<file path="src/rtl/ddr3_rd_sched.sv">
// ddr3_rd_sched
// Round-robin read scheduler that lets three requesters share one DDR3 user
// read port. A winner is picked in IDLE, one read command is issued (CMD),
// and the returned beats are steered to the winner (DATA). The DATA phase is
// guarded by a watchdog, and protocol problems raise a sticky error flag.
//
// Ports
//   ddr3_user_clk, ddr3_ui_rst_n   clock, async active-low reset
//   req[2:0], req_addr_0..2        per-requester request and start address
//   gnt[2:0]                       one-hot grant, held for the whole transaction
//   rd_addr_0, rd_len_0,
//   rd_valid_0 / rd_ready_0        read command to the DDR3 user port
//   rd_data_0, rd_data_valid_0,
//   rd_data_end_0                  read return data from the DDR3 user port
//   ch_data, ch_data_valid[2:0],
//   ch_data_end[2:0]               return data steered to the granted requester
//   busy, err                      not-idle indicator, sticky protocol error
//   dbg_state                      current FSM state (0 IDLE, 1 CMD, 2 DATA)
//
// Handshake: a command transfers on a rising edge where rd_valid_0 and
// rd_ready_0 are both high; while rd_valid_0 is high and rd_ready_0 is low,
// rd_addr_0 and gnt stay stable and rd_valid_0 is never withdrawn.
module ddr3_rd_sched #(
    parameter logic [19:0] burst_rd_length = 20'd128,
    parameter logic [15:0] timeout_cycles  = 16'd4096
) (
    input  logic         ddr3_user_clk,
    input  logic         ddr3_ui_rst_n,
    input  logic [2:0]   req,
    input  logic [31:0]  req_addr_0,
    input  logic [31:0]  req_addr_1,
    input  logic [31:0]  req_addr_2,
    output logic [2:0]   gnt,
    output logic [31:0]  rd_addr_0,
    output logic [19:0]  rd_len_0,
    output logic         rd_valid_0,
    input  logic         rd_ready_0,
    input  logic [127:0] rd_data_0,
    input  logic         rd_data_valid_0,
    input  logic         rd_data_end_0,
    output logic [127:0] ch_data,
    output logic [2:0]   ch_data_valid,
    output logic [2:0]   ch_data_end,
    output logic         busy,
    output logic         err,
    output logic [1:0]   dbg_state
);

    typedef enum logic [1:0] {
        ST_IDLE = 2'd0,
        ST_CMD  = 2'd1,
        ST_DATA = 2'd2
    } state_t;

    state_t       state_q, state_d;
    logic [2:0]   gnt_q, gnt_d;
    logic [31:0]  rd_addr_q, rd_addr_d;
    logic         rd_valid_q, rd_valid_d;
    logic [127:0] ch_data_q, ch_data_d;
    logic [2:0]   ch_valid_q, ch_valid_d;
    logic [2:0]   ch_end_q, ch_end_d;
    logic [19:0]  beat_q, beat_d;
    logic [15:0]  wdog_q, wdog_d;
    logic [1:0]   ptr_q, ptr_d;
    logic [1:0]   win_q, win_d;
    logic         err_q, err_d;

    logic [1:0]   cand0, cand1, cand2;
    logic [1:0]   pick;
    logic [31:0]  pick_addr;
    logic [19:0]  beats_incl;

    function automatic logic [1:0] next_idx(input logic [1:0] p);
        return (p == 2'd2) ? 2'd0 : p + 2'd1;
    endfunction

    // Round-robin search starting one past the last winner.
    always_comb begin
        cand0 = next_idx(ptr_q);
        cand1 = next_idx(cand0);
        cand2 = next_idx(cand1);
        if (req[cand0])      pick = cand0;
        else if (req[cand1]) pick = cand1;
        else                 pick = cand2;
        case (pick)
            2'd0:    pick_addr = req_addr_0;
            2'd1:    pick_addr = req_addr_1;
            default: pick_addr = req_addr_2;
        endcase
    end

    // Beat count as it will stand once the beat on the current cycle is counted.
    assign beats_incl = beat_q + {19'd0, rd_data_valid_0};

    always_comb begin
        state_d    = state_q;
        gnt_d      = gnt_q;
        rd_addr_d  = rd_addr_q;
        rd_valid_d = rd_valid_q;
        ch_data_d  = ch_data_q;
        ch_valid_d = 3'b000;
        ch_end_d   = 3'b000;
        beat_d     = beat_q;
        wdog_d     = wdog_q;
        ptr_d      = ptr_q;
        win_d      = win_q;
        err_d      = err_q;
        case (state_q)
            ST_IDLE: begin
                // Return data with no transaction open is dropped and flagged.
                if (rd_data_valid_0 || rd_data_end_0) err_d = 1'b1;
                if (|req) begin
                    win_d      = pick;
                    gnt_d      = 3'b001 << pick;
                    rd_addr_d  = pick_addr;
                    rd_valid_d = 1'b1;
                    state_d    = ST_CMD;
                end
            end
            ST_CMD: begin
                if (rd_data_valid_0 || rd_data_end_0) err_d = 1'b1;
                if (rd_valid_q && rd_ready_0) begin
                    rd_valid_d = 1'b0;
                    beat_d     = 20'd0;
                    wdog_d     = 16'd0;
                    state_d    = ST_DATA;
                end
            end
            ST_DATA: begin
                // gnt_q is the one-hot of the winner, so it doubles as the steering mask.
                if (rd_data_valid_0) begin
                    ch_data_d  = rd_data_0;
                    ch_valid_d = gnt_q;
                    beat_d     = beat_q + 20'd1;
                    if (rd_data_end_0) ch_end_d = gnt_q;
                end
                if (rd_data_end_0) begin
                    gnt_d   = 3'b000;
                    ptr_d   = win_q;
                    state_d = ST_IDLE;
                    if (beats_incl != burst_rd_length) err_d = 1'b1;
                end else if (wdog_q == timeout_cycles - 16'd1) begin
                    // Abort: no end pulse. The pointer still advances so a
                    // stuck requester cannot monopolise the port.
                    err_d   = 1'b1;
                    gnt_d   = 3'b000;
                    ptr_d   = win_q;
                    state_d = ST_IDLE;
                end else begin
                    wdog_d = wdog_q + 16'd1;
                end
            end
            default: state_d = ST_IDLE;
        endcase
    end

    always_ff @(posedge ddr3_user_clk or negedge ddr3_ui_rst_n) begin
        if (!ddr3_ui_rst_n) begin
            state_q    <= ST_IDLE;
            gnt_q      <= 3'b000;
            rd_addr_q  <= 32'd0;
            rd_valid_q <= 1'b0;
            ch_data_q  <= 128'd0;
            ch_valid_q <= 3'b000;
            ch_end_q   <= 3'b000;
            beat_q     <= 20'd0;
            wdog_q     <= 16'd0;
            ptr_q      <= 2'd2;     // requester 0 searched first after reset
            win_q      <= 2'd0;
            err_q      <= 1'b0;
        end else begin
            state_q    <= state_d;
            gnt_q      <= gnt_d;
            rd_addr_q  <= rd_addr_d;
            rd_valid_q <= rd_valid_d;
            ch_data_q  <= ch_data_d;
            ch_valid_q <= ch_valid_d;
            ch_end_q   <= ch_end_d;
            beat_q     <= beat_d;
            wdog_q     <= wdog_d;
            ptr_q      <= ptr_d;
            win_q      <= win_d;
            err_q      <= err_d;
        end
    end

    assign gnt           = gnt_q;
    assign rd_addr_0     = rd_addr_q;
    assign rd_len_0      = burst_rd_length;
    assign rd_valid_0    = rd_valid_q;
    assign ch_data       = ch_data_q;
    assign ch_data_valid = ch_valid_q;
    assign ch_data_end   = ch_end_q;
    assign busy          = (state_q != ST_IDLE);
    assign err           = err_q;
    assign dbg_state     = state_q;

endmodule

</file>
<file path="config.mk">
export PLATFORM = sky130hd
export DESIGN_NAME = ddr3_rd_sched
export DESIGN_NICKNAME = d
export VERILOG_FILES = /design/src/rtl/ddr3_rd_sched.sv
export SDC_FILE = /design/constraint.sdc
export NUM_CORES = 1
export LEC_CHECK = 0
export ABC_CLOCK_PERIOD_IN_PS = 2300
export BUFFER_PORTS_ARGS = -buffer_cell sky130_fd_sc_hd__buf_2
export CORE_AREA = 2 2 165 167
export CTS_CLUSTER_DIAMETER = 120
export DETAILED_ROUTE_END_ITERATION = 8
export DIE_AREA = 0 0 167 169
export PLACE_DENSITY_LB_ADDON = 0.15
export SLEW_MARGIN = 20
export SYNTH_ARGS = -nofsm -noshare
export SYNTH_HDL_FRONTEND = slang
export SYNTH_SLANG_ARGS = --single-unit
</file>
<file path="constraint.sdc">
create_clock -name ddr3_user_clk -period 2.3 [get_ports ddr3_user_clk]
set_clock_uncertainty 0.2 [all_clocks]
set_input_delay 0.23 -clock ddr3_user_clk [delete_from_list [all_inputs] [get_ports ddr3_user_clk]]
set_output_delay 0.23 -clock ddr3_user_clk [all_outputs]
set_load 0.005 [all_outputs]
</file>
# Yosys cells after proc, flatten, opt, wreduce, memory -nomap -nowiden

Index checks and enable logic that the tools add are counted.

Register bits after elaboration: 213
Output and inout port bits: 194

$add $sub $neg: 6
Magnitude comparators: 2
Equal/unequal tests: 16
Shift operators: 1
Muxes and demuxes: 41
Reduce and logical (&&, ||, !) cells: 21

Operators with widths:

| cell                    | number |
|---|---|
| $pmux W32 S2            | 1 |
| $mux W16                | 3 |
| $mux W20                | 2 |
| $pmux W20 S2            | 1 |
| $pmux W16 S2            | 1 |
| $mux W3                 | 8 |
| $mux W2                 | 11 |
| $add A20 B1 Y20         | 1 |
| $add A20 B1 Y20 const B | 1 |
| $ne A20 B8 Y1 const B   | 1 |
| $add A16 B1 Y16 const B | 1 |
| $eq A16 B12 Y1 const B  | 1 |
| $reduce_and A3 Y1       | 4 |
| $reduce_bool A2 Y1      | 6 |
| $ne A2 B2 Y1 const B    | 5 |
| $eq A2 B2 Y1 const B    | 4 |
| $mux W1                 | 8 |
| $reduce_and A4 Y1       | 2 |
| $add A2 B1 Y2 const B   | 3 |
| $lt A2 B3 Y1 const B    | 2 |
| $ne A3 B3 Y1 const B    | 2 |
| $pmux W2 S3             | 1 |
| $pmux W3 S2             | 1 |
| $reduce_and A2 Y1       | 3 |
| 10 further kinds        | 14 |

# Depth between registers and ports, before layout

Gate-level depths: netlist of run 1.

Depth after elaboration: 11
Gate-level depth with buffers: 8

# Worst setup path after synthesis of run 1

OpenSTA, ideal clock, no wires.

Path kind: reg-to-reg
Start point: register beat_q[0]
End point: register err_q, in the netlist err
Library setup time: 0.131 ns
Arrival: 1.946 ns
Data required time: 1.969 ns
Slack: 0.023 ns
Stages on the path, launching flop included: 9
Clock period less this slack: 2.277 ns
Cells stage by stage: dfrtp_1 > ha_1 > ha_1 > nor4b_1 > nand3_1 > a2111oi_0 > nand4_1 > nor4_1 > a31oi_1

Longest elaborated chain between the ends: 4

RTL lines:

| what                        | RTL line | source |
|---|---|---|
| start: declaration          | 62       | `logic [19:0] beat_q, beat_d;` |
| start signal: assignment    | 179      | `beat_q <= beat_d;` |
| $add A20 B1 Y20             | 93       | `assign beats_incl = beat_q + {19'd0, rd_data_valid_0};` |
| $ne A20 B8 Y1               | 141      | `if (beats_incl != burst_rd_length) err_d = 1'b1;` |
| $ne A3 B3 Y1 (no line)      | -        |  |
| $reduce_and A4 Y1 (no line) | -        |  |
| end signal: assignment      | 183      | `err_q <= err_d;` |
| end: declaration            | 66       | `logic err_q, err_d;` |

Every way passes these cells.
A chain may end at the register's enable or synchronous reset.

# Final worst setup path of run 1

Ends and elaborated chain as after synthesis.

==> flow_metrics.py, run 1 <==
metrics = {
    "final_layout": {
        "layout-drive-gt1-share": 0.298,
        "areaGrowthSynthToFinish_pct": 60.9,
        "stdcell_count": 2046,
        "sequential_cell_area_um2": 5330,
        "final_util": 0.570,
        "commonest_cells_after_routing_fill_and_taps_aside": "452 x nand2_1, 403 x buf_2, 231 x dlygate4sd3_1",
        "layout.cell_area.non_filler_um2": 15100,
        "multi_input_comb_area_um2": 3750,
        "final_net_count": 1924,
        "layout.cells.most_common": "nand2_1",
        "filler_cell_count": 2327,
    },
    "timing": {
        "relSlewSlack": 0.576,
        "worstMarginPinSlew_ns": 0.636,
        "fmax_mhz": 437,
        "rsz0062_at_grt": "yes",
        "setup-violations-final": 0,
        "min_period_over_period": 0.996,
        "timing.final.crit_period_ns": 2.29,
        "hold_viol": 0,
        "drv_slew": 0,
        "finalHoldWorstSlack_ns": 0.0975,
    },
    "die": {
        "width_of_the_die_um": 167,
        "std_cell_rows": 60,
        "fp.coreArea_um2": 26500,
        "io-pin-count": 426,
        "initial_core_util": 0.354,
        "die_footprint_um2": 28200,
        "die_height_um": 169,
    },
    "setup_path": {
        "cp.required_ns": 2.49,
        "path_max_fanout": 2,
        "worstPathCellList": "ha_2 -> ha_4 -> nor4b_4 -> nand3_1 -> a2111oi_2 -> nand4_1 -> nor4_1 -> a31oi_1",
        "cp_num_cells": 8,
        "slowest_stage": "dfrtp_1",
        "worst_setup_path_start_kind": "flop",
        "rr_worst_depth": 8,
        "timing_worst_setup_path_type": "reg2reg",
        "worstPathArrival_ns": 2.48,
        "crit_buf_inv": 0,
        "critical_path.endpoint_type": "flop",
        "critical-path-max-stage-delay_ns": 0.38,
        "critical_path.top_delay_family": "simple AND/OR/NAND/NOR gates",
    },
    "logic_synthesis": {
        "post_synth_edffs": 0,
        "synthesis.area_per_instance_um2": 8.96,
        "mappedNetlistArea_um2": 9380,
        "synth_seq_area_share": 0.568,
        "synth_seq_cells": 213,
        "synth.distinct_cells": 58,
        "synth_top_flop_cell": "dfrtp_1",
        "syn_inst": 1047,
        "synthesis.yosys.warnings": 0,
        "share_of_flip_flops_with_an_asynchronous_set_or_reset_after_synthesis": 1.00,
    },
    "global_routing": {
        "grt_pass1_wl_um": 51800,
        "grt.met3_usage": 0.0477,
        "globalRouteMet2Util": 0.387,
        "grt_pass1_vias": 10000,
        "grt-ovfl-total": 0,
        "gr-max-usage-layer": "met2",
        "antenna_violations_before_repair": 1,
        "gr-usage-met1": 0.280,
        "grt_max_degree": 123,
        "grtUsageTotal": 0.224,
    },
    "power_and_ir_drop": {
        "pwr_density_cell_nw_per_um2": 1010,
        "clock_group_share_of_total_power": 0.253,
        "power_frac_comb": 0.359,
        "peakVddDrop_v": 0.000628,
        "total_switching_power_w": 0.00524,
        "sequentialPowerShare": 0.388,
        "p_leak_nw": 7.83,
        "intPower_w": 0.00997,
        "power.switching_fraction": 0.344,
        "totalPowerFinal_w": 0.0152,
    },
    "clock_network": {
        "cts_max_path_buffers": 3,
        "cts_buffers": 25,
        "numClockSinks": 213,
        "clock_latency_ns": 0.51,
        "register_clock_pin_slew_on_the_reported_worst_setup_and_hold_paths_ns": 0.06,
        "cts_root_buf": "clkbuf_16",
        "htreeDepth": 1,
        "tritoncts": "yes",
    },
    "drt": {
        "wl_um": 32300,
        "vias": 9639,
        "drt-initial-drc-count": 512,
        "drt-pass1-iter-count": 5,
        "detail-route-antenna-nets": 0,
        "avgRoutedWirePerCell_um": 15.8,
        "avgViaCountPerCell": 4.71,
        "drc_viols": 0,
    },
    "worst_hold_path": {
        "min_path_type": "in2async",
    },
    "outcome": {
        "outcome": "finished, final reports clean",
    },
    "placed_design": {
        "placed_cells_incl_taps": 1772,
        "place.port_buffers": 405,
        "dpl.hpwl_um": 21300,
        "finalWeightedCongestion": 0.817,
        "placed_cell_area_um2": 11900,
    },
    "job": {
        "count_of_maximum_capacitance_violations": 0,
    },
}
## cell families (layout without fill, tap and decap cells)
family,after synthesis,in the layout,synth area share
multiplexers,4,4,0.00440
flip-flops,213,213,0.568
AND/OR/NAND/NOR,607,607,0.273
buffers and inverters,80,718,0.0451
adder cells (fa/ha/maj),4,4,0.00533
other,2,22,0.000800
AO/OA/AOI/OAI,109,109,0.0773
XOR/XNOR,28,28,0.0261
## routing by layer
layer  vias up  part of all wire
met2       397              0.50
met3        56             0.072
li1       4658                 -
met4         0             0.027
met1      4528              0.41
met5         -                 0
## area by class of cell
| class | count | area share |
|---|---|---|
| Sequential cell | 213 | 0.353 |
| Clock buffer | 40 | 0.0525 |
| Multi-Input combinational cell | 772 | 0.249 |
| Timing Repair Buffer | 671 | 0.315 |
| Antenna cell | 2 | 0.000332 |
| Clock inverter | 2 | 0.000912 |
| Inverter | 5 | 0.00124 |
| Tap cell | 341 | 0.0283 |
## timing repair
item	CTS	global route
buffers inserted	0	0
pin swaps	0	6
resized for setup	3	3
setup endpoints to repair	1	1
cloned	0	0
hold buffers	231	0
hold endpoints to repair	364	0
## registers in the layout (all words and copies together), names as in the netlist
signal,cells
dbg_state,2
gnt,3
rd_addr_0,32
err,1
ptr_q,2
ch_data_end,3
wdog_q,16
beat_q,20
rd_valid_0,1
ch_data_valid,3
ch_data,128
win_q,2
## synthesized netlist by cell type (12+ instances only)
cell,n,area [µm²]
xor2_1,12,105
buf_2,23,115
clkbuf_1,28,105
a31oi_1,34,213
dfrtp_1,212,5310
nand2_1,452,1700
buf_4,23,173
nor2_1,71,267
o21ai_0,14,70.1
a22oi_1,32,240
nand3_1,15,75.1
xnor2_1,16,140
## power by group through the flow
stage	Clock (W)	Combinational [W]	Sequential [W]
finish	0.00385	0.00546	0.00591
global route	0.00412	0.00613	0.00609
CTS	0.00397	0.00546	0.00590
detailed placement	0	0.00513	0.00594
global placement	0	0.00506	0.00590
floorplan	0	0.00234	0.00605
## final timing paths
check	from	end	slack [ns]
worst max-delay path	beat_q[0]	err	0.01
worst min-delay path	ddr3_ui_rst_n	ch_data[4]	0.1
worst max register to register	beat_q[0]	err	0.01
worst min register to register	ch_data[55]	ch_data[55]	0.26
max in group asynchronous	ddr3_ui_rst_n	ch_data[99]	1.12
min in group ddr3_user_clk	rd_data_0[48]	ch_data[48]	0.24
## metrics by stage
stage,TNS (ns),setup WS [ns]
6_report,0,0.0101
5_1_grt,-0.0997,-0.0997
4_1_cts,0,0.00434
3_5_place_dp,-0.0573,-0.0573
3_3_place_gp,-0.0626,-0.0626
2_1_floorplan,0,0.0231
Note: power is estimated with default switching activity, not from simulation.
==> run 2, diff against run 1 <==
SETUP_SLACK_MARGIN = 0.4   (was unset)
==> run 2 against run 1 <==
Net effect:
- total power grew 11%
- wire length grew 11%
- register-to-register slack gained 0.15 ns
- critical path depth is the same
- setup slack gained 0.15 ns
- global-route usage is essentially flat
- final area grew 7.9%
- fmax grew 6.8%
- hold slack lost 0.037 ns
- non-clock buffer count grew 31
==> flow_metrics.py, run 2 (synthesized netlist as in run 1, its figures left out) <==
metrics = {
    "final_layout": {
        "flip_flop_count_of_the_largest_register_all_copies_and_words_added": 128,
        "layout-drive-gt1-share": 0.369,
        "final_net_count": 1956,
        "stdcell_count": 2082,
        "commonest_cells_after_routing_fill_and_taps_aside": "418 x nand2_1, 403 x buf_2, 229 x dlygate4sd3_1",
        "layout.cells.most_common": "nand2_1",
        "layout.cell_area.non_filler_um2": 16300,
        "areaGrowthSynthToFinish_pct": 73.5,
    },
    "drt": {
        "wl_um": 35700,
        "dr_wl_met2_um": 17600,
        "avgRoutedWirePerCell_um": 17.2,
        "drc_viols": 0,
        "avgViaCountPerCell": 4.79,
        "topRoutingLayerUsed": "met4",
        "routed-wl-met3_um": 2430,
        "detail-route-antenna-nets": 0,
        "drt-pass1-iter-count": 5,
        "vias": 9980,
        "drt-initial-drc-count": 622,
        "routedLengthMet1_um": 14300,
    },
    "global_routing": {
        "grt_max_degree": 87,
        "grtUsageTotal": 0.224,
        "antenna_violations_before_repair": 3,
        "grt_pass1_vias": 10000,
        "grt-ovfl-total": 0,
        "grt_pass1_wl_um": 51700,
    },
    "power_and_ir_drop": {
        "peakVddDrop_v": 0.000664,
        "pwr_density_cell_nw_per_um2": 1040,
        "p_leak_nw": 8.25,
        "totalPowerFinal_w": 0.0169,
    },
    "job": {
        "count_of_maximum_capacitance_violations": 0,
    },
    "timing": {
        "relSlewSlack": 0.640,
        "rsz0062_at_grt": "yes",
        "min_period_over_period": 0.932,
        "setup_slack_ns": 0.157,
        "fmax_mhz": 467,
        "timing.final.crit_period_ns": 2.14,
        "drv_slew": 0,
        "hold_viol": 0,
        "worstMarginPinSlew_ns": 0.541,
        "setup-violations-final": 0,
    },
    "placed_design": {
        "finalWeightedCongestion": 0.824,
        "placed_cell_area_um2": 12000,
        "dpl.hpwl_um": 20900,
        "pre_cts_slack_ns": -0.0533,
        "placed_cells_incl_taps": 1767,
        "place.port_buffers": 405,
    },
    "setup_path": {
        "critical_path.endpoint_type": "flop",
        "worstPathCellList": "ha_4 -> ha_4 -> nor4b_4 -> nand3_2 -> a2111oi_4 -> nand4_1 -> nor4_1 -> a31oi_1",
        "timing_worst_setup_path_type": "reg2reg",
        "cp.required_ns": 2.50,
        "critical-path-top-cell-by-count": "ha_4",
        "crit_buf_inv": 0,
        "slowest_stage": "dfrtp_1",
        "worst_setup_path_start_kind": "flop",
        "critical-path-max-stage-delay_ns": 0.41,
        "path_max_fanout": 2,
        "worstPathArrival_ns": 2.34,
        "critical_path.top_delay_family": "simple AND/OR/NAND/NOR gates",
    },
    "outcome": {
        "outcome": "finished, final reports clean",
    },
    "die": {
        "std_cell_rows": 60,
        "fp.coreArea_um2": 26500,
        "width_of_the_die_um": 167,
        "die_footprint_um2": 28200,
        "io-pin-count": 426,
        "die_height_um": 169,
        "initial_core_util": 0.354,
    },
    "clock_network": {
        "clock_latency_ns": 0.52,
        "numClockSinks": 213,
        "tritoncts": "yes",
        "cts_root_buf": "clkbuf_16",
        "cts_buffers": 25,
        "register_clock_pin_slew_on_the_reported_worst_setup_and_hold_paths_ns": 0.07,
        "htreeDepth": 1,
        "cts_max_path_buffers": 3,
    },
    "worst_hold_path": {
        "min_path_type": "in2async",
    },
}
run 2: area by class of cell:
type	instances	area, µm²
Sequential cell	213	5340
Clock inverter	15	195
Clock buffer	30	674
Fill cell	2159	10200
Multi-Input combinational cell	773	4370
Timing Repair Buffer	702	5250
Antenna cell	3	7.51
Inverter	5	18.8
Tap cell	341	427
run 2: timing repair:
action | 4_1_cts | 5_1_grt
setup buffers | 14 | 13
pin swaps | 14 | 95
setup endpoints to repair | 152 | 183
hold buffers | 230 | 0
hold endpoints to repair | 380 | 0
gates cloned | 1 | 9
gates resized for setup | 26 | 133
run 2: worst paths after layout:
kind | startpoint | end | slack (ns) | cells past startpoint
worst max-delay path | beat_q[0] | err | 0.16 | 8
worst min-delay path | ddr3_ui_rst_n | ch_data[96] | 0.06 | 2
worst max register to register | beat_q[0] | err | 0.16 | 8
worst min register to register | ch_data[27] | ch_data[27] | 0.27 | 2
max in group asynchronous | ddr3_ui_rst_n | ch_data[8] | 1.17 | 3
min in group ddr3_user_clk | rd_data_valid_0 | ch_data_valid[0] | 0.16 | 4
run 2: per-stage QoR:
step           hold WS, ns  TNS, ns  utilization
2_1_floorplan       -0.266        0            -
3_3_place_gp        0.0208        0        0.451
3_5_place_dp        0.0201  -0.0533        0.451
4_1_cts            0.00489  -0.0452        0.579
5_1_grt              0.109        0        0.614
6_report            0.0603        0        0.614
run 2: report_power, final:
part | leakage [nW] | switching (W) | total [W] | internal (W)
Combinational | 5.16 | 0.00359 | 0.00677 | 0.00319
Clock | 0.413 | 0.00163 | 0.00418 | 0.00254
Sequential | 2.68 | 0.000778 | 0.00593 | 0.00516
Total | 8.25 | 0.00600 | 0.0169 | 0.0109
run 2: worst register-to-register path: stages, from the launching register on:
cell and delay, ns:
dfrtp_1 0.41, ha_4 0.18, ha_4 0.21, nor4b_4 0.27, nand3_2 0.12, a2111oi_4 0.20, nand4_1 0.13, nor4_1 0.19
a31oi_1 0.12
run 2: routing by layer:
metal | track usage | vias to the layer above
li1 | - | 4737
met3 | 0.0484 | 106
met4 | 0.0708 | 0
met2 | 0.384 | 454
met5 | 0 | -
met1 | 0.284 | 4683
==> run 3, diff against run 2 <==
==> constraint.sdc (replaced) <==
create_clock -name ddr3_user_clk -period 2.3 [get_ports ddr3_user_clk]
set_clock_uncertainty 0.2 [all_clocks]
set_input_delay 0.345 -clock ddr3_user_clk [delete_from_list [all_inputs] [get_ports ddr3_user_clk]]
set_output_delay 0.345 -clock ddr3_user_clk [all_outputs]
set_load 0.005 [all_outputs]
==> run 3 against run 2 <==
Net effect:
- flip-flop and latch count stayed put
- largest power group unchanged
- highest routed layer unchanged
- global-route usage rose by 0.59 points
- utilization is 1.5 points higher
- cell count is 0.53% lower
- combinational power rose by 8.6%
- register-to-register slack worse by 0.06 ns
==> flow_metrics.py, run 3 (synthesized netlist as in run 1, its figures left out) <==
metrics = {
    "worst_hold_path": {
        "min_from": "req_addr_2[0]",
        "worstHoldPathCells": 3,
        "hold-path-endpoint": "rd_addr_0[0]",
        "min_path_type": "in2reg",
    },
    "global_routing": {
        "antenna_violations_before_repair": 1,
        "grt_max_degree": 91,
        "grtUsageTotal": 0.230,
        "grt-ovfl-total": 0,
        "grt_pass1_vias": 10000,
        "grt_pass1_wl_um": 52900,
    },
    "final_layout": {
        "commonest_cells_after_routing_fill_and_taps_aside": "403 x buf_2, 358 x nand2_1, 221 x dlygate4sd3_1",
        "sequential_cell_area_um2": 5340,
        "layout.cell_area.non_filler_um2": 16700,
        "filler_cell_count": 2135,
        "layout.cells.most_common": "buf_2",
        "final_net_count": 1949,
        "flip_flop_count_of_the_largest_register_all_copies_and_words_added": 128,
        "multi_input_comb_area_um2": 4720,
        "areaGrowthSynthToFinish_pct": 77.6,
        "layout-drive-gt1-share": 0.408,
        "final_util": 0.629,
    },
    "clock_network": {
        "htreeDepth": 1,
        "cts_root_buf": "clkbuf_16",
        "clock_latency_ns": 0.52,
        "tritoncts": "yes",
        "cts_max_path_buffers": 3,
        "register_clock_pin_slew_on_the_reported_worst_setup_and_hold_paths_ns": 0.06,
        "numClockSinks": 213,
        "cts_buffers": 24,
    },
    "setup_path": {
        "timing_worst_setup_path_type": "reg2reg",
        "worstPathArrival_ns": 2.40,
        "rr_startpoint": "beat_q[0]",
        "cp.required_ns": 2.49,
        "critical_path.reg2reg.endpoint": "err",
        "rr_worst_depth": 8,
        "path_max_fanout": 2,
        "worst_setup_path_start_kind": "flop",
        "reg2reg_setup_slack_ns": 0.09,
        "critical_path.endpoint_type": "flop",
    },
    "die": {
        "std_cell_rows": 60,
        "die_height_um": 169,
        "io-pin-count": 426,
        "die_footprint_um2": 28200,
        "fp.coreArea_um2": 26500,
        "initial_core_util": 0.354,
        "width_of_the_die_um": 167,
    },
    "timing": {
        "timing.final.crit_period_ns": 2.21,
        "setup-violations-final": 0,
        "min_period_over_period": 0.960,
        "worstMarginPinSlew_ns": 0.511,
        "fmax_mhz": 453,
        "hold_viol": 0,
        "drv_slew": 0,
        "rsz0062_at_grt": "yes",
        "relSlewSlack": 0.659,
    },
    "power_and_ir_drop": {
        "peakVddDrop_v": 0.000803,
        "total_switching_power_w": 0.00625,
        "power_frac_comb": 0.417,
        "p_leak_nw": 8.59,
        "pwr_density_cell_nw_per_um2": 1060,
        "power.switching_fraction": 0.354,
        "sequentialPowerShare": 0.337,
        "clock_group_share_of_total_power": 0.247,
        "intPower_w": 0.0114,
    },
    "outcome": {
        "outcome": "finished, final reports clean",
    },
    "drt": {
        "avgRoutedWirePerCell_um": 18.3,
        "drc_viols": 0,
        "vias": 10200,
        "drt-initial-drc-count": 627,
        "detail-route-antenna-nets": 0,
        "avgViaCountPerCell": 4.92,
        "wl_um": 37900,
        "drt-pass1-iter-count": 5,
    },
    "placed_design": {
        "place.port_buffers": 405,
        "placed_cell_area_um2": 11900,
        "dpl.hpwl_um": 21100,
        "finalWeightedCongestion": 0.844,
    },
    "job": {
        "count_of_maximum_capacitance_violations": 0,
    },
}
## run 3: worst max-delay path by stage
stage | slack [ns] | to | cells past startpoint | from
CTS | 0.07 | err | 8 | beat_q[0]
global route | -0.07 | err | 8 | beat_q[0]
global placement | -0.07 | err | 9 | rd_data_valid_0
floorplan | 0.12 | err | 8 | beat_q[0]
detailed placement | -0.1 | err | 9 | rd_data_valid_0
finish | 0.09 | err | 8 | beat_q[0]
## run 3: critical path, stage by stage, from the launching register on
cell       delay (ns)
dfrtp_1          0.40
ha_4             0.18
ha_4             0.22
nor4b_4          0.24
nand3_1          0.12
a2111oi_2        0.30
nand4_1          0.17
nor4_2           0.15
a31oi_1          0.10
## run 3: what timing repair did
action / in CTS / in global routing
gates resized for setup: 77 / 191
setup buffers: 15 / 12
hold buffers: 221 / 0
gates cloned: 4 / 13
setup endpoints to repair: 62 / 185
endpoints found under the hold margin: 248 / 0
pin swaps: 56 / 92
## run 3: metrics by stage
step	setup slack (ns)	std cells	setup TNS (ns)	hold WS (ns)	total power, W
final	0.0918	2071	0	0.0121	0.0176
after global placement	-0.0658	1763	-0.0658	0.141	0.0109
after detailed placement	-0.0962	1763	-0.0962	0.138	0.0110
after global routing	-0.0662	2071	-0.0662	0.00215	0.0187
after floorplan	0.115	1065	0	-0.151	0.00839
after CTS	0.0746	2045	0	0.00250	0.0164
## run 3: power groups by stage
stage	registers (W)	logic, W	clock network, W
6_report	0.00594	0.00735	0.00436
5_1_grt	0.00611	0.00797	0.00459
4_1_cts	0.00590	0.00608	0.00446
3_5_place_dp	0.00595	0.00509	0
3_3_place_gp	0.00590	0.00504	0
2_1_floorplan	0.00605	0.00235	0
## run 3: final cells by class
class,count,share of cell area
Inverter,5,0.00113
Clock inverter,10,0.0139
Multi-Input combinational cell,773,0.283
Sequential cell,213,0.320
Tap cell,341,0.0256
Clock buffer,32,0.0397
Antenna cell,1,0.000150
Timing Repair Buffer,696,0.316
## run 3: metal layers
layer	vias up	GRT usage	part of all wire
met5	-	0	0
met4	0	0.0802	0.035
met3	108	0.0538	0.074
met2	469	0.394	0.49
met1	4895	0.286	0.40
li1	4724	-	-
